**src/rtl/fb_rect_filler.sv**
```systemverilog
// Rectangle-fill engine for the VGA framebuffer write port.
// Accepts one fill command at a time, clips it to the visible area and streams
// one pixel write per clock in row-major order, then pulses done_o.
module fb_rect_filler #(
   parameter int VGA_WIDTH  = 640,
   parameter int VGA_HEIGHT = 480,
   parameter int DATA_WIDTH = 12,
   parameter int ADDR_WIDTH = 19,
   parameter int X_W        = $clog2(VGA_WIDTH),
   parameter int Y_W        = $clog2(VGA_HEIGHT)
) (
   input  logic                  clk,
   input  logic                  rst_n,
   input  logic                  cmd_valid_i,
   output logic                  cmd_ready_o,
   input  logic [X_W-1:0]        cmd_x0_i,
   input  logic [Y_W-1:0]        cmd_y0_i,
   input  logic [X_W:0]          cmd_w_i,
   input  logic [Y_W:0]          cmd_h_i,
   input  logic [DATA_WIDTH-1:0] cmd_color_i,
   output logic                  busy_o,
   output logic                  done_o,
   output logic                  wr_en_o,
   output logic [ADDR_WIDTH-1:0] wr_addr_o,
   output logic [DATA_WIDTH-1:0] wr_data_o
);

   typedef enum logic [1:0] {
      S_IDLE,
      S_SETUP,
      S_FILL,
      S_DONE
   } state_e;

   // Screen limits at the widths used for the clip comparisons.
   localparam logic [X_W:0]          WIDTH_X  = (X_W + 1)'(VGA_WIDTH);
   localparam logic [Y_W:0]          HEIGHT_Y = (Y_W + 1)'(VGA_HEIGHT);
   localparam logic [ADDR_WIDTH-1:0] STRIDE   = ADDR_WIDTH'(VGA_WIDTH);

   state_e                state_q, state_d;

   // Latched command fields.
   logic [X_W-1:0]        x0_q, x0_d;
   logic [Y_W-1:0]        y0_q, y0_d;
   logic [X_W:0]          w_q, w_d;
   logic [Y_W:0]          h_q, h_d;
   logic [DATA_WIDTH-1:0] color_q, color_d;

   // Clipped extent and fill cursor.
   logic [X_W:0]          ew_q, ew_d;
   logic [Y_W:0]          eh_q, eh_d;
   logic [X_W:0]          col_q, col_d;
   logic [Y_W:0]          row_q, row_d;
   logic [ADDR_WIDTH-1:0] row_base_q, row_base_d;

   // Registered outputs.
   logic                  ready_q, ready_d;
   logic                  busy_q, busy_d;
   logic                  done_q, done_d;
   logic                  wr_en_q, wr_en_d;
   logic [ADDR_WIDTH-1:0] wr_addr_q, wr_addr_d;
   logic [DATA_WIDTH-1:0] wr_data_q, wr_data_d;

   // Clip helpers, only meaningful while in SETUP.
   logic [X_W:0]          room_x, clip_w;
   logic [Y_W:0]          room_y, clip_h;
   logic [ADDR_WIDTH-1:0] base_calc;
   logic                  last_col, last_row;

   // Clip the latched rectangle to the screen and form the first-row address.
   always_comb begin
      room_x = WIDTH_X - {1'b0, x0_q};
      room_y = HEIGHT_Y - {1'b0, y0_q};

      if ({1'b0, x0_q} >= WIDTH_X) begin
         clip_w = '0;
      end else if (w_q < room_x) begin
         clip_w = w_q;
      end else begin
         clip_w = room_x;
      end

      if ({1'b0, y0_q} >= HEIGHT_Y) begin
         clip_h = '0;
      end else if (h_q < room_y) begin
         clip_h = h_q;
      end else begin
         clip_h = room_y;
      end

      // The only multiply in the engine; FILL walks rows by adding STRIDE.
      base_calc = ADDR_WIDTH'(y0_q) * STRIDE + ADDR_WIDTH'(x0_q);

      last_col = (col_q == ew_q - (X_W + 1)'(1));
      last_row = (row_q == eh_q - (Y_W + 1)'(1));
   end

   // Next-state and next-output logic for the fill sequencer.
   always_comb begin
      // NOTE: every signal gets a default before the case so no path leaves it
      // unassigned; that is what keeps this block free of inferred latches.
      state_d    = state_q;
      x0_d       = x0_q;
      y0_d       = y0_q;
      w_d        = w_q;
      h_d        = h_q;
      color_d    = color_q;
      ew_d       = ew_q;
      eh_d       = eh_q;
      col_d      = col_q;
      row_d      = row_q;
      row_base_d = row_base_q;
      ready_d    = ready_q;
      busy_d     = busy_q;
      done_d     = 1'b0;
      wr_en_d    = 1'b0;
      wr_addr_d  = wr_addr_q;
      wr_data_d  = wr_data_q;

      unique case (state_q)
         S_IDLE: begin
            if (cmd_valid_i && ready_q) begin
               x0_d    = cmd_x0_i;
               y0_d    = cmd_y0_i;
               w_d     = cmd_w_i;
               h_d     = cmd_h_i;
               color_d = cmd_color_i;
               ready_d = 1'b0;
               busy_d  = 1'b1;
               state_d = S_SETUP;
            end
         end

         S_SETUP: begin
            ew_d       = clip_w;
            eh_d       = clip_h;
            row_base_d = base_calc;
            col_d      = '0;
            row_d      = '0;
            if (clip_w == '0 || clip_h == '0) begin
               done_d  = 1'b1;
               state_d = S_DONE;
            end else begin
               // First pixel is presented on the very next cycle.
               wr_en_d   = 1'b1;
               wr_addr_d = base_calc;
               wr_data_d = color_q;
               state_d   = S_FILL;
            end
         end

         S_FILL: begin
            // col_q/row_q describe the pixel being written this cycle.
            if (last_col && last_row) begin
               done_d  = 1'b1;
               state_d = S_DONE;
            end else if (last_col) begin
               col_d      = '0;
               row_d      = row_q + (Y_W + 1)'(1);
               row_base_d = row_base_q + STRIDE;
               wr_en_d    = 1'b1;
               wr_addr_d  = row_base_d;
            end else begin
               col_d     = col_q + (X_W + 1)'(1);
               wr_en_d   = 1'b1;
               wr_addr_d = row_base_q + ADDR_WIDTH'(col_d);
            end
         end

         S_DONE: begin
            ready_d = 1'b1;
            busy_d  = 1'b0;
            state_d = S_IDLE;
         end

         default: begin
            state_d = S_IDLE;
         end
      endcase
   end

   // State register.
   always_ff @(posedge clk or negedge rst_n) begin
      // NOTE: clocked state uses non-blocking assignments so every flop samples
      // the pre-edge value, independent of statement order.
      if (!rst_n) begin
         state_q <= S_IDLE;
      end else begin
         state_q <= state_d;
      end
   end

   // Datapath and output registers; reset drops the write strobe immediately.
   always_ff @(posedge clk or negedge rst_n) begin
      if (!rst_n) begin
         x0_q       <= '0;
         y0_q       <= '0;
         w_q        <= '0;
         h_q        <= '0;
         color_q    <= '0;
         ew_q       <= '0;
         eh_q       <= '0;
         col_q      <= '0;
         row_q      <= '0;
         row_base_q <= '0;
         ready_q    <= 1'b1;
         busy_q     <= 1'b0;
         done_q     <= 1'b0;
         wr_en_q    <= 1'b0;
         wr_addr_q  <= '0;
         wr_data_q  <= '0;
      end else begin
         x0_q       <= x0_d;
         y0_q       <= y0_d;
         w_q        <= w_d;
         h_q        <= h_d;
         color_q    <= color_d;
         ew_q       <= ew_d;
         eh_q       <= eh_d;
         col_q      <= col_d;
         row_q      <= row_d;
         row_base_q <= row_base_d;
         ready_q    <= ready_d;
         busy_q     <= busy_d;
         done_q     <= done_d;
         wr_en_q    <= wr_en_d;
         wr_addr_q  <= wr_addr_d;
         wr_data_q  <= wr_data_d;
      end
   end

   assign cmd_ready_o = ready_q;
   assign busy_o      = busy_q;
   assign done_o      = done_q;
   assign wr_en_o     = wr_en_q;
   assign wr_addr_o   = wr_addr_q;
   assign wr_data_o   = wr_data_q;

endmodule
```
**config.mk**
```make
export PLATFORM = sky130hd
export DESIGN_NAME = fb_rect_filler
export DESIGN_NICKNAME = d
export VERILOG_FILES = /design/src/rtl/fb_rect_filler.sv
export SDC_FILE = /design/constraint.sdc
export NUM_CORES = 1
export LEC_CHECK = 0
export ABC_AREA = 1
export CAP_MARGIN = 10
export CORE_MARGIN = 2
export CORE_UTILIZATION = 55
export DETAILED_ROUTE_END_ITERATION = 12
export HOLD_SLACK_MARGIN = 0.02
export PLACE_DENSITY = 0.77
export SYNTH_ARGS = -nofsm -noshare
export SYNTH_HDL_FRONTEND = slang
export SYNTH_SLANG_ARGS = --single-unit
```
**constraint.sdc**
```tcl
create_clock -name clk -period 5.8 [get_ports clk]
set_clock_uncertainty 0.05 [all_clocks]
set_input_delay 1.45 -clock clk [delete_from_list [all_inputs] [get_ports clk]]
set_output_delay 1.45 -clock clk [all_outputs]
set_load 0.01 [all_outputs]
```
==> results.cfg <==
[finish]
n_fill_cell = 1648
nets = 1615
final_common_cell = nand2_1
multiInputGateArea_mm2 = 0.00574
register_area_mm2 = 0.00375
area_delta_synth_final_pct = 15.0
mostFrequentLayoutCells = nand2_1, dfrtp_1, inv_1
drive_gt1_frac = 0.0563
post-route-util = 0.638
fin_cells = 1745
diodes = 0

[power]
powerDensity_mw_per_mm2 = 205
pwr-share-seq = 0.449
switching_share = 0.280
p_leak_nw = 6.15
p_clk_frac = 0.425
combPwrFrac = 0.126
p_int_mw = 1.75
ir_drop_mv = 0.204
p_sw_mw = 0.680

[grt]
grt_start_max_net_pins = 110
grt_overflow = 0
grt_usage = 0.258
grt_pass1_wl_mm = 41.5
antenna_found_initial = 0
grt_pass1_vias = 8546

[clock_network]
cts_tree = done
clk_latency_ps = 430
cts.sinks = 150
post_cts_resized = 0
clk_path_buf_depth = 2
cts_buffers = 17
htree_levels = 4
path_clk_slew_ps = 70
cts_setup_buffers = 0
holdBufCountCts = 0
cts-root-buf = clkbuf_16

[route]
wl_per_cell_um = 14.3
firstDrtPassIters = 5
via_count = 9406
antenna_left = 0
routed_via_density = 5.39
routed_wl_mm = 25.0
drt_iter0_markers = 658
drc = 0

[synthesis]
synth_area_mm2 = 0.0103
async_flop_share = 1.00
syn_avg_cell_area_um2 = 7.22
synth.ff_latch_count = 150
synth.top_cell.area_share = 0.362
yosysWarningCount = 0
netlist_instances = 1428
synth_area_leaders = dfrtp_1, nand2_1, ha_1
yosys.area.top_type = dfrtp_1
synth_edf_count = 0
synth_cell_types = 45
syn_nets = 1545
ys_seq_area_frac = 0.364
synth_flop_cell = dfrtp_1

[die]
die_h_um = 141
dieArea_mm2 = 0.0199
die_w_um = 141
core-area_mm2 = 0.0186
num_rows = 50
ios = 90
start_util = 0.555

[timing]
setup_viol = 0
max_slew.worst_pin.slew_ps = 1020
relSlewSlack = 0.321
drv_slew = 0
hold_viol_final = 0
worst_slack_ps = 1330
fin_crit_sh = 0.771
timing.fmax_ghz = 0.224
rsz0062_at_grt = false
fin_crit_ps = 4470
setup_tns_ps = 0

[status]
outcome = finished, final reports clean

[placement]
dp_slack_ps = 1380
port_buffers = 89
placed_cells_incl_taps = 1713
gp_congestion = 0.928
place_hpwl_mm = 18.5

[worst_hold_path]
hold_path_class = reg2reg

[critical_path]
end_kind = flop
crit_type = reg2reg
critPathArrivalTime_ps = 4740
startpoint_type = flop
worst-path-max-fanout = 14
rrSetupSlack_ps = 1330
worst_ep_required_time_ps = 6060

[job]
drv_cap = 0
[flip-flops by register name, indices dropped and copies added (netlist names), 2 cells and up]
name	count
row_base_q	19
eh_q	10
col_q	11
x0_q	10
wr_addr_o	19
color_q	12
wr_data_o	12
state_q	2
row_q	10
ew_q	11
w_q	11
h_q	10
y0_q	9
[critical path, cell delays in order, from the launching register on]
cell and delay, ps:
dfrtp_1 410, inv_1 130, ha_1 200, nand2_1 80, nor2_1 180, nand3_1 160, nand3_1 100, nand2_1 90
ha_1 300, nand2_1 60, a21oi_1 60, nor2_1 450, nand3_1 460, o21ai_0 310, nor2_1 80, nor2_1 110
nand3_1 140, nand3_1 440, inv_1 340, nand2_1 130, nand2_1 60
[per-stage QoR]
stage | hold slack [ps] | area (um2) | power (mW)
after floorplan | 392 | 10300 | 1.30
after CTS | 421 | 11900 | 2.44
after detailed placement | 406 | 11300 | 1.41
after global routing | 442 | 11900 | 2.54
final | 420 | 11900 | 2.43
after global placement | 402 | 11300 | 1.40
[metal layers]
metal  vias to the layer above  track usage  share of wire
met5                         -            0              0
met4                         0        0.107          0.030
li1                       4730            -              -
met2                       291        0.403           0.46
met3                        53       0.0384          0.049
met1                      4332        0.361           0.46
[power by group through the flow]
stage	Clock, mW	Sequential (mW)	Combinational [mW]
finish	1.03	1.09	0.306
global route	1.10	1.09	0.353
CTS	1.05	1.09	0.307
detailed placement	0	1.11	0.305
global placement	0	1.11	0.296
floorplan	0	1.10	0.195
[kinds of logic after synthesis]
kind of cell | synth area share
AOI/OAI and AO/OA | 0.0853
xor gates and xnor gates | 0.0615
adders and majority gates | 0.0774
buffers and inverters | 0.0796
DFF | 0.364
and+or+nand+nor | 0.332
[Yosys cell counts, types with 2 or more instances]
| cell type | count |
|---|---|
| nor2_2 | 12 |
| or2_2 | 2 |
| nor2_8 | 2 |
| nand2_2 | 2 |
| nand2_4 | 4 |
| fa_1 | 3 |
| xnor2_1 | 17 |
| nand2_1 | 504 |
| clkbuf_1 | 23 |
| o21bai_1 | 2 |
| nand3_2 | 13 |
| inv_1 | 146 |
| buf_1 | 3 |
| a21oi_1 | 27 |
| a21boi_0 | 2 |
| dfrtp_1 | 149 |
| ha_1 | 59 |
| nand4_1 | 38 |
| nand3_1 | 110 |
| o211ai_1 | 2 |
| clkinv_1 | 4 |
| xor2_1 | 51 |
| inv_2 | 6 |
| o21ai_1 | 18 |
| o21ai_0 | 95 |
| and2_1 | 2 |
| nor2_4 | 2 |
| buf_6 | 5 |
| a31oi_1 | 2 |
| buf_2 | 6 |
| nand3b_1 | 8 |
| nor2_1 | 69 |
| a21o_1 | 7 |
| nor3_1 | 11 |
| buf_4 | 6 |
| o22ai_1 | 7 |
[layout make-up]
class,instances,share of cell area
repair buffers,94,0.0784
well taps,234,0.0247
multi-input cells,1078,0.484
clock buffers,18,0.0362
flip-flops and latches,150,0.317
inverters,157,0.0499
clock inverters,14,0.00981
[path summary, 6_finish.rpt]
check,depth (start not counted),endpoint,startpoint
setup / recovery,20,wr_data_o[2],x0_q[0]
max in group asynchronous,2,wr_addr_o[6],rst_n
hold reg to reg,2,wr_data_o[10],color_q[10]
min in group asynchronous,1,w_q[0],rst_n
setup reg to reg,20,wr_data_o[2],x0_q[0]
hold / removal,2,wr_data_o[10],color_q[10]
(Power assumes the default switching activity.)
